<file path="src/rtl/adder_share_arbiter.sv">
// ============================================================================
//  Module      : adder_share_arbiter
//  Description : Round-robin arbiter that shares one WIDTH-bit adder among
//                NUM_REQ requesters, with a registered valid/ready result.
//                Define ADDER_ARB_FLAGS_EN to add rsp_carry / rsp_ovf outputs.
//  Revision    : 1.0 - initial release
// ============================================================================
`default_nettype none

module adder_share_arbiter #(
    parameter int NUM_REQ = 4,
    parameter int ID_W    = 2,
    parameter int WIDTH   = 32
) (
    input  logic                     clk,
    input  logic                     reset,
    input  logic [NUM_REQ-1:0]       req,
    input  logic [NUM_REQ*WIDTH-1:0] first_in,
    input  logic [NUM_REQ*WIDTH-1:0] second_in,
    output logic [NUM_REQ-1:0]       gnt,
    output logic                     rsp_valid,
    input  logic                     rsp_ready,
    output logic [ID_W-1:0]          rsp_id,
    output logic [WIDTH-1:0]         rsp_sum,
    output logic                     busy
`ifdef ADDER_ARB_FLAGS_EN
    ,
    output logic                     rsp_carry,
    output logic                     rsp_ovf
`endif
);

    localparam logic [0:0] ST_EMPTY = 1'b0;
    localparam logic [0:0] ST_FULL  = 1'b1;
    localparam logic [ID_W-1:0] C_PTR_RESET = ID_W'(NUM_REQ - 1);

    logic [0:0]       r_state;
    logic [ID_W-1:0]  r_ptr;
    logic [ID_W-1:0]  r_id;
    logic [WIDTH-1:0] r_sum;

    logic             w_can_accept;
    logic             w_any;
    logic             w_fire;
    logic [ID_W-1:0]  w_idx;
    logic [WIDTH-1:0] w_a;
    logic [WIDTH-1:0] w_b;
    logic [WIDTH-1:0] w_sum;

    // Requester index k positions after the pointer, wrapping at NUM_REQ.
    function automatic logic [ID_W-1:0] rr_idx(input logic [ID_W-1:0] p, input int k);
        int s;
        s = int'(p) + k;
        if (s >= NUM_REQ) begin
            s = s - NUM_REQ;
        end
        return ID_W'(s);
    endfunction

    assign w_can_accept = (r_state == ST_EMPTY) || rsp_ready;

    // Scan farthest-first so the nearest set request after the pointer wins.
    always_comb begin
        w_any = 1'b0;
        w_idx = '0;
        for (int k = NUM_REQ; k >= 1; k--) begin
            if (req[rr_idx(r_ptr, k)]) begin
                w_any = 1'b1;
                w_idx = rr_idx(r_ptr, k);
            end
        end
    end

    assign w_fire = w_can_accept && w_any && !reset;
    assign w_a    = first_in[int'(w_idx)*WIDTH +: WIDTH];
    assign w_b    = second_in[int'(w_idx)*WIDTH +: WIDTH];

    generate
        for (genvar i = 0; i < NUM_REQ; i++) begin : g_gnt
            assign gnt[i] = w_fire && (w_idx == ID_W'(i));
        end
    endgenerate

`ifdef ADDER_ARB_FLAGS_EN
    logic [WIDTH:0] w_sum_ext;
    logic           w_ovf;
    logic           r_carry;
    logic           r_ovf;

    assign w_sum_ext = {1'b0, w_a} + {1'b0, w_b};
    assign w_sum     = w_sum_ext[WIDTH-1:0];
    // Signed overflow: like-signed operands producing an opposite-signed sum.
    assign w_ovf     = (w_a[WIDTH-1] == w_b[WIDTH-1]) && (w_sum[WIDTH-1] != w_a[WIDTH-1]);

    always_ff @(posedge clk or posedge reset) begin
        if (reset) begin
            r_carry <= 1'b0;
            r_ovf   <= 1'b0;
        end else if (w_fire) begin
            r_carry <= w_sum_ext[WIDTH];
            r_ovf   <= w_ovf;
        end
    end

    assign rsp_carry = r_carry;
    assign rsp_ovf   = r_ovf;
`else
    assign w_sum = w_a + w_b;
`endif

    always_ff @(posedge clk or posedge reset) begin
        if (reset) begin
            r_state <= ST_EMPTY;
            r_ptr   <= C_PTR_RESET;
            r_id    <= '0;
            r_sum   <= '0;
        end else if (w_fire) begin
            // A grant in FULL drains the old result and loads the new one together.
            r_state <= ST_FULL;
            r_ptr   <= w_idx;
            r_id    <= w_idx;
            r_sum   <= w_sum;
        end else if ((r_state == ST_FULL) && rsp_ready) begin
            r_state <= ST_EMPTY;
        end
    end

    assign rsp_valid = (r_state == ST_FULL);
    assign rsp_id    = r_id;
    assign rsp_sum   = r_sum;
    assign busy      = rsp_valid && !rsp_ready;

endmodule

`default_nettype wire

</file>
<file path="config.mk">
export PLATFORM = sky130hd
export DESIGN_NAME = adder_share_arbiter
export DESIGN_NICKNAME = d
export VERILOG_FILES = /design/src/rtl/adder_share_arbiter.sv
export SDC_FILE = /design/constraint.sdc
export NUM_CORES = 1
export LEC_CHECK = 0
export CORE_MARGIN = 10
export CORE_UTILIZATION = 42
export CTS_BUF_LIST = sky130_fd_sc_hd__clkbuf_4
export CTS_CLUSTER_SIZE = 40
export DETAILED_ROUTE_END_ITERATION = 12
export PLACE_DENSITY = 0.87
export SLEW_MARGIN = 20
export SYNTH_ARGS = -nofsm -noshare
export SYNTH_HDL_FRONTEND = slang
export SYNTH_SLANG_ARGS = --single-unit
</file>
<file path="constraint.sdc">
create_clock -name clk -period 12.7 [get_ports clk]
set_clock_uncertainty 0.2 [all_clocks]
set_input_delay 1.27 -clock clk [delete_from_list [all_inputs] [get_ports clk]]
set_output_delay 1.27 -clock clk [all_outputs]
set_load 0.02 [all_outputs]
</file>
==> flow_summary.toml <==
[route]
vias_per_cell = 5.51
drt_iter0_drc = 311
routed_wl_um = 19700
wl_per_cell_um = 17.7
via_count = 6147
drcViolationCount = 0
postRouteAntennaNets = 0
dr.pass1.iters = 5

[grt]
grt_pass1_vias = 6095
track_usage = 0.220
grt-ovfl-total = 0
grt_pass1_wl_um = 30200
antenna_found_initial = 0
grt_max_degree = 76

[clocking]
cts_root_buf = "clkbuf_4"
cts_buffer_depth = 2
cts_buffers = 5
htreeDepth = 2
cts_sinks = 37
holdBufCountCts = 0
path_clk_slew_ns = 0.12
cts.repair.resized = 0
cts_tree = "yes"
post-cts-setup-buffers = 0
clock_latency_ns = 0.34

[placement]
postPlaceCellArea_um2 = 7970
globalplace.congestion = 0.863
place.port_buffers = 302
dp_hpwl_um = 16300

[synthesis]
synth_top_family_by_area = "compound AO/OA/AOI/OAI gates"
postSynthAreaPerCell_um2 = 6.96
synth_compound_area_frac = 0.333
ys_warn_count = 0
synthXorXnorAreaFrac = 0.0445
synth_top_flop_cell = "dfrtp_1"
synth-edff-count = 0
async_reset_ff_frac = 1.00
synth_cell_types = 57
synth-simple-area-share = 0.274
syn_nets = 1003
synth_seq_area_share = 0.188
synth_fa_ha_area_frac = 0.0828
synth-seq-cells = 37
synth_mux_area_frac = 0.0163
synthesis.area_um2 = 4930
synth_cells = 708

[layout]
layout_common_cells = "clkdlybuf4s50_1 (302), nand2_1 (183), a211oi_1 (67)"
nets = 1266
antenna_cells = 0
final_common_cell = "clkdlybuf4s50_1"
area_growth_pct = 62.8
postLayoutCellArea_um2 = 8020
drive_gt1_frac = 0.0360

[hold_path]
hold_class = "reg2reg"
holdPathEnd = "rsp_sum[1]$_DFFE_PP0P_"
min-delay-start = "rsp_sum[1]$_DFFE_PP0P_"
whs_path_depth = 2

[sta]
drv_slew = 0
hold_viol = 0
fmaxAchievable_ghz = 0.167
rsz0062_at_grt = "no"
finalCritPeriodShare = 0.471
post-route-min-period_ns = 5.98
tns_ns = 0
setup_viol = 0
slew_headroom = 0.510
worst_pin_slew_ns = 0.735

[setup_path]
cp.required_ns = 12.70
reg2reg_to = "rsp_sum[30]$_DFFE_PP0P_"
crit_fanout = 75
crit_path_top_delay_cell = "a21o_4"
crit_buf_inv = 2
startpoint_type = "input port"
worstReg2RegStart = "r_ptr[1]$_DFFE_PP1P_"
worst-setup-path-type = "in2reg"
arrival_ns = 5.98
cpPeakStageDelay_ns = 0.58
critPathCaptureType = "register"
cp_top_family = "compound AO/OA/AOI/OAI gates"
r2r_cells = 17
crit_chain = "clkdlybuf4s50_1 > a21oi_1 > a31oi_1 > a21o_4 > buf_4 > and2_1 > a211oi_1 > a31oi_1 > ha_1 > fa_1 > a211oi_1 > nor3_1 > o21ai_0 > a41oi_2 > a21boi_2 > o32ai_1 > mux2i_1 > o311ai_0"
rrSetupSlack_ns = 7.49

[die]
dieArea_um2 = 16500
io_pins = 303
die_y_um = 128
chipWidth_um = 128
fp-row-count = 39
core_area_um2 = 11500
start_util = 0.430

[pwr]
ir_drop_mv = 0.142
power.total_w = 0.00135
p_leak_nw = 3.21
p_per_area_nw_per_um2 = 168

[run]
max-cap-violations = 0

[run_status]
status = "complete, no violations"
per-stage QoR:
stage | cells | hold WS, ns | setup slack (ns) | utilization
floorplan | 708 | 0.269 | 7.86 | -
global placement | 1107 | 0.258 | 6.51 | 0.695
detailed placement | 1107 | 0.263 | 6.37 | 0.695
CTS | 1115 | 0.292 | 6.73 | 0.700
global route | 1115 | 0.315 | 6.32 | 0.700
finish | 1115 | 0.289 | 6.72 | 0.700
sequential cells by signal, indices dropped and copies added (netlist names):
name / flops
rsp_valid: 1
rsp_sum: 32
r_ptr: 2
rsp_id: 2
cell usage after synthesis (2+ instances only):
| cell | count | area [µm²] |
|---|---|---|
| a211oi_1 | 67 | 503 |
| a21o_1 | 6 | 45.0 |
| a21oi_1 | 31 | 155 |
| a21oi_2 | 2 | 17.5 |
| a31oi_1 | 65 | 407 |
| and2_1 | 65 | 407 |
| and3_1 | 4 | 25.0 |
| buf_1 | 11 | 41.3 |
| buf_2 | 7 | 35.0 |
| buf_4 | 3 | 22.5 |
| clkbuf_1 | 29 | 109 |
| clkbuf_8 | 3 | 41.3 |
| dfrtp_1 | 35 | 876 |
| dfstp_2 | 2 | 52.6 |
| ha_1 | 31 | 388 |
| inv_1 | 14 | 52.6 |
| mux2i_1 | 8 | 80.1 |
| nand2_1 | 184 | 691 |
| nand2b_1 | 3 | 18.8 |
| nand3_1 | 6 | 30.0 |
| nand4_1 | 3 | 18.8 |
| nor2_1 | 14 | 52.6 |
| nor2b_1 | 2 | 12.5 |
| nor3_1 | 5 | 25.0 |
| o211ai_1 | 2 | 15.0 |
| o211ai_2 | 2 | 25.0 |
| o21a_1 | 5 | 37.5 |
| o21ai_0 | 40 | 200 |
| o21bai_1 | 5 | 37.5 |
| o31ai_1 | 4 | 30.0 |
| xnor2_1 | 17 | 149 |
| xor2_1 | 8 | 70.1 |
worst min-delay path: stages, from the launching register on:
cell and delay [ns]:
dfrtp_1 0.36, nand2_1 0.05, nand2_1 0.05
worst max-delay path by stage:
stage | startpoint | to | slack (ns) | depth (start not counted)
after floorplan | req[2] | rsp_sum[30]$_DFFE_PP0P_ | 7.86 | 18
after global placement | req[0] | rsp_sum[30]$_DFFE_PP0P_ | 6.51 | 18
after detailed placement | req[0] | rsp_sum[30]$_DFFE_PP0P_ | 6.37 | 18
after CTS | req[0] | rsp_sum[30]$_DFFE_PP0P_ | 6.73 | 18
after global routing | req[0] | rsp_sum[30]$_DFFE_PP0P_ | 6.32 | 18
final | req[0] | rsp_sum[30]$_DFFE_PP0P_ | 6.72 | 18
layer usage:
metal	vias up	global-route usage	wire length [µm]
met5	-	0	0
met4	0	0.0497	378
met3	23	0.0691	1690
met2	221	0.408	10200
met1	2833	0.237	7470
li1	3070	-	-
report_power, final:
part	total (W)	switching [W]	internal, W	leakage [nW]
registers	0.000203	0.0000308	0.000173	0.449
logic	0.00108	0.000594	0.000488	2.72
clock network	0.0000646	0.0000413	0.0000233	0.0354
layout make-up:
cell class              instances  area, µm²
repair buffers                309       3080
flip-flops and latches         37        928
multi-input cells             604       3730
inverters                      14       52.6
fillers                       972       3450
clock inverters                 2       10.0
clock buffers                   6       45.0
well taps                     143        179
logic make-up after synthesis:
logic type               Yosys count
AND/OR/NAND/NOR                  293
XOR/XNOR                          25
AO/OA/AOI/OAI                    246
adder cells (fa/ha/maj)           32
flip-flops                        37
multiplexers                       8
buffers and inverters             67
No activity file was read; power rests on OpenSTA's default activity.
